$ cat config.mk
export PLATFORM = sky130hd
export DESIGN_NAME = sd_spi_cmd_host_flat
export DESIGN_NICKNAME = d
export VERILOG_FILES = /design/src/rtl/sd_pkg.sv /design/src/rtl/sd_spi_cmd_host_if.sv /design/src/rtl/sd_crc7.sv /design/src/rtl/sd_spi_cmd_host.sv /design/src/flat_wrapper.sv
export SDC_FILE = /design/constraint.sdc
export NUM_CORES = 1
export LEC_CHECK = 0
export CORE_MARGIN = 5
export CORE_UTILIZATION = 40
export CTS_CLUSTER_DIAMETER = 40
export DETAILED_ROUTE_END_ITERATION = 8
export PLACE_DENSITY_LB_ADDON = 0.1
export REMOVE_ABC_BUFFERS = 1
export SYNTH_ARGS = -nofsm -noshare
export SYNTH_HDL_FRONTEND = slang
export SYNTH_SLANG_ARGS = --single-unit
$ cat constraint.sdc
create_clock -name clk -period 7.8 [get_ports clk]
set_input_delay 0.78 -clock clk [delete_from_list [all_inputs] [get_ports clk]]
set_output_delay 0.78 -clock clk [all_outputs]
set_load 0.005 [all_outputs]
$ cat src/rtl/sd_pkg.sv
// Shared types and constants for the SD SPI-mode command engine.
// Latency: n/a (declarations only).
// Backpressure: n/a.
package sd_pkg;

  typedef enum logic [2:0] {
    IDLE,
    SEND,
    WAIT_RSP,
    RECV,
    TRAIL
  } sd_state_e;

  localparam int SD_FRAME_W = 48;
  localparam int SD_R1_W    = 8;
  localparam int SD_R7_W    = 40;

  // x^7 + x^3 + 1
  localparam logic [6:0] SD_CRC7_POLY = 7'h09;

  localparam logic [5:0] CMD0   = 6'd0;
  localparam logic [5:0] CMD8   = 6'd8;
  localparam logic [5:0] CMD55  = 6'd55;
  localparam logic [5:0] ACMD41 = 6'd41;

endpackage

$ cat src/rtl/sd_spi_cmd_host_if.sv
// Command/response bus between an init sequencer (master) and the SD command engine (slave).
// Latency: n/a (wires only).
// Backpressure: valid/ready on the command side; the response is a one-cycle pulse with no ready.
// Signals: cmd_valid/cmd_ready handshake, cmd_idx, cmd_arg, resp_long (R7 when 1),
//          rsp_valid pulse, rsp_data (right-aligned), rsp_timeout.
interface sd_spi_cmd_host_if;
  logic        cmd_valid;
  logic        cmd_ready;
  logic [5:0]  cmd_idx;
  logic [31:0] cmd_arg;
  logic        resp_long;
  logic        rsp_valid;
  logic [39:0] rsp_data;
  logic        rsp_timeout;

  modport master (
    output cmd_valid, cmd_idx, cmd_arg, resp_long,
    input  cmd_ready, rsp_valid, rsp_data, rsp_timeout
  );

  modport slave (
    input  cmd_valid, cmd_idx, cmd_arg, resp_long,
    output cmd_ready, rsp_valid, rsp_data, rsp_timeout
  );
endinterface

$ cat src/rtl/sd_crc7.sv
// Combinational CRC7 (x^7+x^3+1, init 0) over the first 40 bits of an SD command frame.
// Latency: 0 cycles (purely combinational).
// Backpressure: none.
// Ports: data_i = {start, transmit, index, argument} MSB first; crc_o = 7-bit CRC.
module sd_crc7
  import sd_pkg::*;
(
  input  logic [39:0] data_i,
  output logic [6:0]  crc_o
);

  always_comb begin
    logic [6:0] crc;
    logic       fb;
    crc = '0;
    fb  = 1'b0;
    for (int i = 39; i >= 0; i--) begin
      fb  = data_i[i] ^ crc[6];
      crc = {crc[5:0], 1'b0} ^ (fb ? SD_CRC7_POLY : 7'h00);
    end
    crc_o = crc;
  end

endmodule

$ cat src/rtl/sd_spi_cmd_host.sv
// SD SPI-mode command engine: sends a 48-bit command frame, captures R1/R7 or times out, adds Nrc clocks.
// Latency: accept to rsp_valid = (48 + W + N + NRC_CLKS) * 2 * CLK_DIV + 1 clk.
// Backpressure: cmd_ready is low for the whole transaction; rsp_valid is a pulse with no ready.
// Ports: clk, rst_n (async, active-low), cmd_bus (slave side of sd_spi_cmd_host_if),
//        sd_clk / sd_cs_n / sd_mosi to the card, sd_miso from the card. All outputs are registered.
module sd_spi_cmd_host
  import sd_pkg::*;
#(
  parameter int CLK_DIV  = 2,
  parameter int NCR_MAX  = 8,
  parameter int NRC_CLKS = 8
) (
  input  logic                    clk,
  input  logic                    rst_n,
  sd_spi_cmd_host_if.slave        cmd_bus,
  output logic                    sd_clk,
  output logic                    sd_cs_n,
  output logic                    sd_mosi,
  input  logic                    sd_miso
);

  localparam int              DIV_W      = (CLK_DIV > 1) ? $clog2(CLK_DIV) : 1;
  localparam logic [DIV_W-1:0] DIV_LAST  = DIV_W'(CLK_DIV - 1);
  localparam logic [15:0]     WAIT_INIT  = 16'(NCR_MAX * 8);
  localparam logic [15:0]     TRAIL_INIT = 16'(NRC_CLKS);

  sd_state_e        state_q, state_d;
  logic [DIV_W-1:0] div_q, div_d;
  logic             sd_clk_q, sd_clk_d;
  logic             sd_cs_n_q, sd_cs_n_d;
  logic             sd_mosi_q, sd_mosi_d;
  logic [5:0]       bit_cnt_q, bit_cnt_d;
  logic [15:0]      wait_cnt_q, wait_cnt_d;
  logic [5:0]       rx_cnt_q, rx_cnt_d;
  logic [15:0]      trail_cnt_q, trail_cnt_d;
  logic [39:0]      shift_q, shift_d;
  logic             to_pend_q, to_pend_d;
  logic [5:0]       idx_q, idx_d;
  logic [31:0]      arg_q, arg_d;
  logic             long_q, long_d;
  logic             cmd_ready_q, cmd_ready_d;
  logic             rsp_valid_q, rsp_valid_d;
  logic [39:0]      rsp_data_q, rsp_data_d;
  logic             rsp_timeout_q, rsp_timeout_d;

  logic             sck_rise, sck_fall;
  logic [6:0]       crc;
  logic [47:0]      frame;

  sd_crc7 u_crc7 (
    .data_i ({2'b01, idx_q, arg_q}),
    .crc_o  (crc)
  );

  assign frame = {2'b01, idx_q, arg_q, crc, 1'b1};

  always_comb begin
    state_d       = state_q;
    div_d         = div_q;
    sd_clk_d      = sd_clk_q;
    sd_cs_n_d     = sd_cs_n_q;
    sd_mosi_d     = sd_mosi_q;
    bit_cnt_d     = bit_cnt_q;
    wait_cnt_d    = wait_cnt_q;
    rx_cnt_d      = rx_cnt_q;
    trail_cnt_d   = trail_cnt_q;
    shift_d       = shift_q;
    to_pend_d     = to_pend_q;
    idx_d         = idx_q;
    arg_d         = arg_q;
    long_d        = long_q;
    cmd_ready_d   = cmd_ready_q;
    rsp_valid_d   = 1'b0;
    rsp_data_d    = rsp_data_q;
    rsp_timeout_d = rsp_timeout_q;
    sck_rise      = 1'b0;
    sck_fall      = 1'b0;

    // Divider free-runs only while a transaction is active; it is zero on entry.
    if (state_q != IDLE) begin
      if (div_q == DIV_LAST) begin
        div_d    = '0;
        sd_clk_d = ~sd_clk_q;
        sck_rise = ~sd_clk_q;
        sck_fall = sd_clk_q;
      end else begin
        div_d = div_q + DIV_W'(1);
      end
    end

    case (state_q)
      IDLE: begin
        if (cmd_bus.cmd_valid && cmd_ready_q) begin
          idx_d       = cmd_bus.cmd_idx;
          arg_d       = cmd_bus.cmd_arg;
          long_d      = cmd_bus.resp_long;
          sd_cs_n_d   = 1'b0;
          sd_mosi_d   = 1'b0;  // frame[47], the start bit, is always 0
          bit_cnt_d   = 6'(SD_FRAME_W - 1);
          div_d       = '0;
          sd_clk_d    = 1'b0;
          shift_d     = '0;
          to_pend_d   = 1'b0;
          cmd_ready_d = 1'b0;
          state_d     = SEND;
        end
      end
      SEND: begin
        if (sck_fall) begin
          if (bit_cnt_q != 6'd0) begin
            sd_mosi_d = frame[bit_cnt_q - 6'd1];
            bit_cnt_d = bit_cnt_q - 6'd1;
          end else begin
            sd_mosi_d  = 1'b1;
            wait_cnt_d = WAIT_INIT;
            state_d    = WAIT_RSP;
          end
        end
      end
      WAIT_RSP: begin
        if (sck_rise) begin
          // Start bit is checked before the budget so the last allowed edge still counts.
          if (!sd_miso) begin
            shift_d  = '0;
            rx_cnt_d = long_q ? 6'(SD_R7_W - 1) : 6'(SD_R1_W - 1);
            state_d  = RECV;
          end else if (wait_cnt_q == 16'd1) begin
            shift_d     = '1;
            to_pend_d   = 1'b1;
            trail_cnt_d = TRAIL_INIT;
            state_d     = TRAIL;
          end else begin
            wait_cnt_d = wait_cnt_q - 16'd1;
          end
        end
      end
      RECV: begin
        if (sck_rise) begin
          shift_d  = {shift_q[38:0], sd_miso};
          rx_cnt_d = rx_cnt_q - 6'd1;
          if (rx_cnt_q == 6'd1) begin
            trail_cnt_d = TRAIL_INIT;
            state_d     = TRAIL;
          end
        end
      end
      TRAIL: begin
        // The first fall closes the response bit's clock; NRC_CLKS more full clocks follow.
        if (sck_fall) begin
          if (trail_cnt_q == 16'd0) begin
            sd_cs_n_d     = 1'b1;
            rsp_valid_d   = 1'b1;
            rsp_data_d    = shift_q;
            rsp_timeout_d = to_pend_q;
            cmd_ready_d   = 1'b1;
            state_d       = IDLE;
          end else begin
            trail_cnt_d = trail_cnt_q - 16'd1;
          end
        end
      end
      default: state_d = IDLE;
    endcase
  end

  always_ff @(posedge clk or negedge rst_n) begin
    if (!rst_n) begin
      state_q       <= IDLE;
      div_q         <= '0;
      sd_clk_q      <= 1'b0;
      sd_cs_n_q     <= 1'b1;
      sd_mosi_q     <= 1'b1;
      bit_cnt_q     <= '0;
      wait_cnt_q    <= '0;
      rx_cnt_q      <= '0;
      trail_cnt_q   <= '0;
      shift_q       <= '0;
      to_pend_q     <= 1'b0;
      idx_q         <= '0;
      arg_q         <= '0;
      long_q        <= 1'b0;
      cmd_ready_q   <= 1'b1;
      rsp_valid_q   <= 1'b0;
      rsp_data_q    <= '0;
      rsp_timeout_q <= 1'b0;
    end else begin
      state_q       <= state_d;
      div_q         <= div_d;
      sd_clk_q      <= sd_clk_d;
      sd_cs_n_q     <= sd_cs_n_d;
      sd_mosi_q     <= sd_mosi_d;
      bit_cnt_q     <= bit_cnt_d;
      wait_cnt_q    <= wait_cnt_d;
      rx_cnt_q      <= rx_cnt_d;
      trail_cnt_q   <= trail_cnt_d;
      shift_q       <= shift_d;
      to_pend_q     <= to_pend_d;
      idx_q         <= idx_d;
      arg_q         <= arg_d;
      long_q        <= long_d;
      cmd_ready_q   <= cmd_ready_d;
      rsp_valid_q   <= rsp_valid_d;
      rsp_data_q    <= rsp_data_d;
      rsp_timeout_q <= rsp_timeout_d;
    end
  end

  assign cmd_bus.cmd_ready   = cmd_ready_q;
  assign cmd_bus.rsp_valid   = rsp_valid_q;
  assign cmd_bus.rsp_data    = rsp_data_q;
  assign cmd_bus.rsp_timeout = rsp_timeout_q;
  assign sd_clk              = sd_clk_q;
  assign sd_cs_n             = sd_cs_n_q;
  assign sd_mosi             = sd_mosi_q;

endmodule

$ cat src/flat_wrapper.sv
// flat-port wrapper written by rule: the top's interface ports become plain ports
module sd_spi_cmd_host_flat import sd_pkg::*;
#(
  parameter int CLK_DIV  = 2,
  parameter int NCR_MAX  = 8,
  parameter int NRC_CLKS = 8
)
  (clk, rst_n, sd_clk, sd_cs_n, sd_mosi, sd_miso, cmd_bus_cmd_valid, cmd_bus_cmd_idx, cmd_bus_cmd_arg, cmd_bus_resp_long, cmd_bus_cmd_ready, cmd_bus_rsp_valid, cmd_bus_rsp_data, cmd_bus_rsp_timeout);
  sd_spi_cmd_host_if cmd_bus_i ();
  input  logic clk;
  input  logic rst_n;
  output logic sd_clk;
  output logic sd_cs_n;
  output logic sd_mosi;
  input  logic sd_miso;
  input wire logic [$bits(cmd_bus_i.cmd_valid)-1:0] cmd_bus_cmd_valid;
  input wire logic [$bits(cmd_bus_i.cmd_idx)-1:0] cmd_bus_cmd_idx;
  input wire logic [$bits(cmd_bus_i.cmd_arg)-1:0] cmd_bus_cmd_arg;
  input wire logic [$bits(cmd_bus_i.resp_long)-1:0] cmd_bus_resp_long;
  output wire logic [$bits(cmd_bus_i.cmd_ready)-1:0] cmd_bus_cmd_ready;
  output wire logic [$bits(cmd_bus_i.rsp_valid)-1:0] cmd_bus_rsp_valid;
  output wire logic [$bits(cmd_bus_i.rsp_data)-1:0] cmd_bus_rsp_data;
  output wire logic [$bits(cmd_bus_i.rsp_timeout)-1:0] cmd_bus_rsp_timeout;
  assign cmd_bus_i.cmd_valid = cmd_bus_cmd_valid;
  assign cmd_bus_i.cmd_idx = cmd_bus_cmd_idx;
  assign cmd_bus_i.cmd_arg = cmd_bus_cmd_arg;
  assign cmd_bus_i.resp_long = cmd_bus_resp_long;
  assign cmd_bus_cmd_ready = cmd_bus_i.cmd_ready;
  assign cmd_bus_rsp_valid = cmd_bus_i.rsp_valid;
  assign cmd_bus_rsp_data = cmd_bus_i.rsp_data;
  assign cmd_bus_rsp_timeout = cmd_bus_i.rsp_timeout;
  sd_spi_cmd_host #(.CLK_DIV(CLK_DIV), .NCR_MAX(NCR_MAX), .NRC_CLKS(NRC_CLKS)) u_core (.clk(clk), .rst_n(rst_n), .cmd_bus(cmd_bus_i), .sd_clk(sd_clk), .sd_cs_n(sd_cs_n), .sd_mosi(sd_mosi), .sd_miso(sd_miso));
endmodule
======== Yosys cells after proc, flatten, opt, wreduce, memory -nomap -nowiden ========
Index checks and enable logic that the tools add are counted.
word-level totals
  register bits after elaboration ......... 173
  input port bits ......................... 43
  output and inout bits ................... 46
  word-level logic and storage cells ...... 249
cells by class
  $add $sub $neg .......................... 5
  $lt $le $gt $ge ......................... 1
  equal/unequal tests ..................... 21
  multiplexer cells ....................... 106
  bitwise logic cells ..................... 76
  reduce and logical (&&, ||, !) cells .... 23
operator list
  operator               number
  $xor 7x4->7            36
  $mux 40                5
  $mux 16                12
  $mux 4                 38
  $pmux 40 s3            1
  $pmux 16 s3            1
  $mux 6                 7
  $xor 1x1->1            35
  $pmux 16 s2            1
  $sub 16x1->16 const B  2
  $mux 3                 10
  $mux 1                 24
  $pmux 6 s2             2
  $ne 2x1->1 const B     9
  $eq 16x1->1 const B    1
  $logic_not 16->1       1
  $pmux 3 s5             1
  $reduce_and 4->1       3
  $sub 6x1->6 const B    2
  $ne 2x2->1 const B     5
  $reduce_and 5->1       2
  $reduce_bool 2->1      5
  $reduce_and 9->1       1
  $reduce_bool 3->1      3
  other kinds (20)       25

======== Longest topological paths before layout ========
  depth in word-level cells ............... 114
  mapped depth ............................ 13

======== Modules after synthesis ========
From an unflattened synthesis, not the netlist that was laid out.
second synthesis, totals
  cells, all modules ...................... 877
  area total of the unflattened synthesis .. 9138.8 µm²
by module, submodules not included
  module           instances  cells an instance  area an instance (µm²)  sequential area each (µm²)
  sd_spi_cmd_host  1          811                8290.5                  4331.7
  sd_crc7          1          66                 848.3                   0.0

======== Worst setup path after synthesis ========
Ideal clock, no wire load.
  path kind ............................... register to register
  start point ............................. register u_core.bit_cnt_q[0]
  end point ............................... register u_core.sd_mosi_q, in the netlist u_core.sd_mosi
  library setup time ...................... 0.088 ns
  arrival ................................. 3.548 ns
  slack ................................... 4.164 ns
  cell stages (with the launch flop) ...... 13
  buffers on the path ..................... 3
  period minus slack after synthesis ...... 3.636 ns
  path through ............................ dfrtp_1 clkbuf_1 clkbuf_8 inv_1 ha_1 clkbuf_1 mux4_2 a211oi_1 a211oi_1 or3_1 or4_2 a211oi_2 nor4b_2
on the way
  word-level cells in the longest chain between the ends .. 6
RTL lines
  element                       RTL line                text
  start, declared               sd_spi_cmd_host.sv:32   logic [5:0] bit_cnt_q, bit_cnt_d;
  start signal, assigned        sd_spi_cmd_host.sv:192  bit_cnt_q <= bit_cnt_d;
  $sub 6x1->6                   sd_spi_cmd_host.sv:111  sd_mosi_d = frame[bit_cnt_q - 6'd1];
  $bmux 1 s6                    sd_spi_cmd_host.sv:111
  $mux 1 (not written as such)  sd_spi_cmd_host.sv:111
  $mux 1 *                      sd_spi_cmd_host.sv:110  if (bit_cnt_q != 6'd0) begin
  $mux 1 *                      sd_spi_cmd_host.sv:109  if (sck_fall) begin
  $pmux 1 s2 *                  sd_spi_cmd_host.sv:91   case (state_q)
  end signal, assigned          sd_spi_cmd_host.sv:191  sd_mosi_q <= sd_mosi_d;
  end, declared                 sd_spi_cmd_host.sv:31   logic sd_mosi_q, sd_mosi_d;
Every way passes the cells marked *; elsewhere a longest branch is shown, timed or not. The select of a mux whose other input is x is not followed.
A chain may end at the register's enable or synchronous reset.

======== Worst setup path after layout ========
Same ends and word-level chain as after synthesis.

==> metrics.txt <==
Peak Freq 239.1 MHz; maximum root-to-sink buffer count 2; total number of vias 6093; Critical Path AT 4.54 ns; actual slew at the worst max-slew pin 1.186 ns; top-area cell type share of the netlist area 0.4913; Design Area, Final 10430 um2; ys flop type dfrtp_1; Slew Limit Fails 0; hold buffers post-CTS 0; hold slack 0.4728 ns; worst-path fanout max 24; CP bufs+invs 1; Post-route DRC 0; vias per cell 5.289; H-tree Lvls 4; Final GP Congestion 0.7542; Cell Chain, Critical Path inv_1 > ha_1 > mux4_2 > a211oi_1 > a211oi_1 > or3_1 > or4_2 > a211oi_2 > nor4b_2; initial antenna violation count 0; synthesized cell area 8710 um2; critical path's most frequent cell a211oi_1; die area 24830 um2; final setup fails 0; TNS Setup 0 ns; nets 911; Worst Path Required 8.16 ns; MaxCap Viol Count 0; core region area 21620 um2; post-synthesis async set-or-reset flop share 1.000; endpoints failing hold 0; hpwl dp 12850 um; number of global-route vias before repair 6111; leading post-synthesis cells by cell area dfrtp_1 49%, mux2_2 10%, o21ai_0 4.2%; crit-path max cell delay 0.91 ns; top-count cell post-synth dfrtp_1; RSZ-0062 raised after global routing no; post-CTS setup buffer count 0; Detail Route Antenna Nets 0; routed len/inst 16.49 um; height of the die 157.6 um; drt pass-1 iters 5; Post-synth EDFFs 0; status finished clean; Seq/Total Area, Yosys 0.4973; row count 54; critical path class reg -> reg; TritonCTS Sinks 173; min Tclk post-route 4.183 ns; RR Startpoint u_core.bit_cnt_q[0]; first-pass GRT wire length 31620 um; GRT Resource Usage Total 0.1595; Yosys Warn Count 0; leak pwr 4.484 nW; grt ovf 0; total power draw 5.614 mW; Final period util 0.5363; number of CTS-inserted buffers 17; CTS Root Cell clkbuf_16; max-slew headroom at the worst pin 0.2040; RR Endpoint u_core.sd_mosi; number of synthesized register bits 173; clock latency at the later pin of the worst-skew pair 0.44 ns; clk slew on worst S/H paths 0.08 ns; top cells by count, synth 171 x dfrtp_1, 86 x nand2_1, 80 x mux2_2, 73 x o21ai_0, 61 x a21oi_1; largest net degree at the start of global routing 111; TritonCTS clock tree built; Slowest-stage cell, CP dfrtp_1; pwr dens 538.4 nW/um2; area of placed instances 9809 um2; share of cells above drive strength 1 0.1778; largest area contributor in the netlist dfrtp_1; I/O Buffers 88; CP endpoint kind register; Setup Skew 0.02447 ns; Area growth syn-to-layout 19.74%; initial core utilization 0.4028; post-CTS sizing 0; cell total after placement 1120; Netlist cell types 68; ant diodes 0; maximum VDD drop 1.016 mV; worst reg2reg path depth 9; crit start category register; non-filler cells, final 1152; final wirelength 18990 um; hold crit path type in -> async; crit-path leading delay family simple AND/OR/NAND/NOR gates; # IOs 89; Die W 157.6 um; initial DRC count 323; Avg Cell Area, Syn 11.07 um2; R2R Setup Slk 3.62 ns; Mapped Cells 787
==> cell type report <==
type / instances / area [um2]
fillers: 1980 / 11190
flip-flops and latches: 173 / 4332
multi-input cells: 561 / 4155
repair buffers: 94 / 927.1
clock buffers: 17 / 425.4
well taps: 280 / 350.3
clock inverters: 15 / 193.9
inverters: 12 / 45.04
==> cell families after synthesis <==
group | synth area share
AO/OA/AOI/OAI | 0.1076
multiplexers | 0.1294
adder cells (fa/ha/maj) | 0.01293
AND/OR/NAND/NOR | 0.1230
XOR/XNOR | 0.1023
flip-flops | 0.4973
buffers and inverters | 0.02744
==> layout by cell type, fill, tap and decap left out, types with 9 or more instances in the layout <==
master           instances
dfrtp_1                171
clkdlybuf4s50_1         87
nand2_1                 85
mux2_2                  80
o21ai_0                 73
a21oi_1                 61
nor2_1                  45
xnor2_1                 38
nor3_1                  21
xor2_1                  17
clkbuf_16               17
inv_1                   12
nand3_1                 11
ha_1                     9
==> per-stage QoR <==
step | setup WS [ns] | utilization
after floorplan | 3.716 | -
after global placement | 3.742 | 0.4537
after detailed placement | 3.616 | 0.4537
after CTS | 3.610 | 0.4824
after global routing | 3.322 | 0.4824
final | 3.617 | 0.4824
==> where the power goes <==
part / total, mW / switching [mW] / internal, mW
clock: 0.856 / 0.419 / 0.436
combinational: 3.54 / 1.61 / 1.93
sequential: 1.21 / 0.188 / 1.03
==> flip-flops by register name (all words and copies together), names as in the netlist <==
register and cells:
u_core.cmd_bus.rsp_valid 1, u_core.div_q 1, u_core.sd_mosi 1, u_core.idx_q 6, u_core.bit_cnt_q 6, u_core.shift_q 40, u_core.to_pend_q 1, u_core.state_q 3
u_core.trail_cnt_q 16, u_core.sd_clk 1, u_core.cmd_bus.rsp_timeout 1, u_core.wait_cnt_q 16, u_core.cmd_bus.rsp_data 40, u_core.sd_cs_n 1, u_core.long_q 1, u_core.arg_q 32
u_core.rx_cnt_q 6
==> layer usage <==
| metal | part of all wire | vias up | track usage |
|---|---|---|---|
| met5 | 0 | - | 0 |
| met4 | 0.011 | 0 | 0.04629 |
| met3 | 0.042 | 15 | 0.03574 |
| met2 | 0.46 | 113 | 0.2438 |
| met1 | 0.49 | 3033 | 0.2290 |
| li1 | - | 2932 | - |
==> worst max path at each step <==
stage                          startpoint  cells after the start                    endpoint
global route          u_core.bit_cnt_q[0]                      9              u_core.sd_mosi
global placement      u_core.bit_cnt_q[0]                      9              u_core.sd_mosi
detailed placement    u_core.bit_cnt_q[0]                      9              u_core.sd_mosi
CTS                   u_core.bit_cnt_q[0]                      9              u_core.sd_mosi
floorplan           u_core.trail_cnt_q[0]                      8  u_core.cmd_bus.rsp_data[0]
finish                u_core.bit_cnt_q[0]                      9              u_core.sd_mosi
Power figures use the tool's default switching activity.
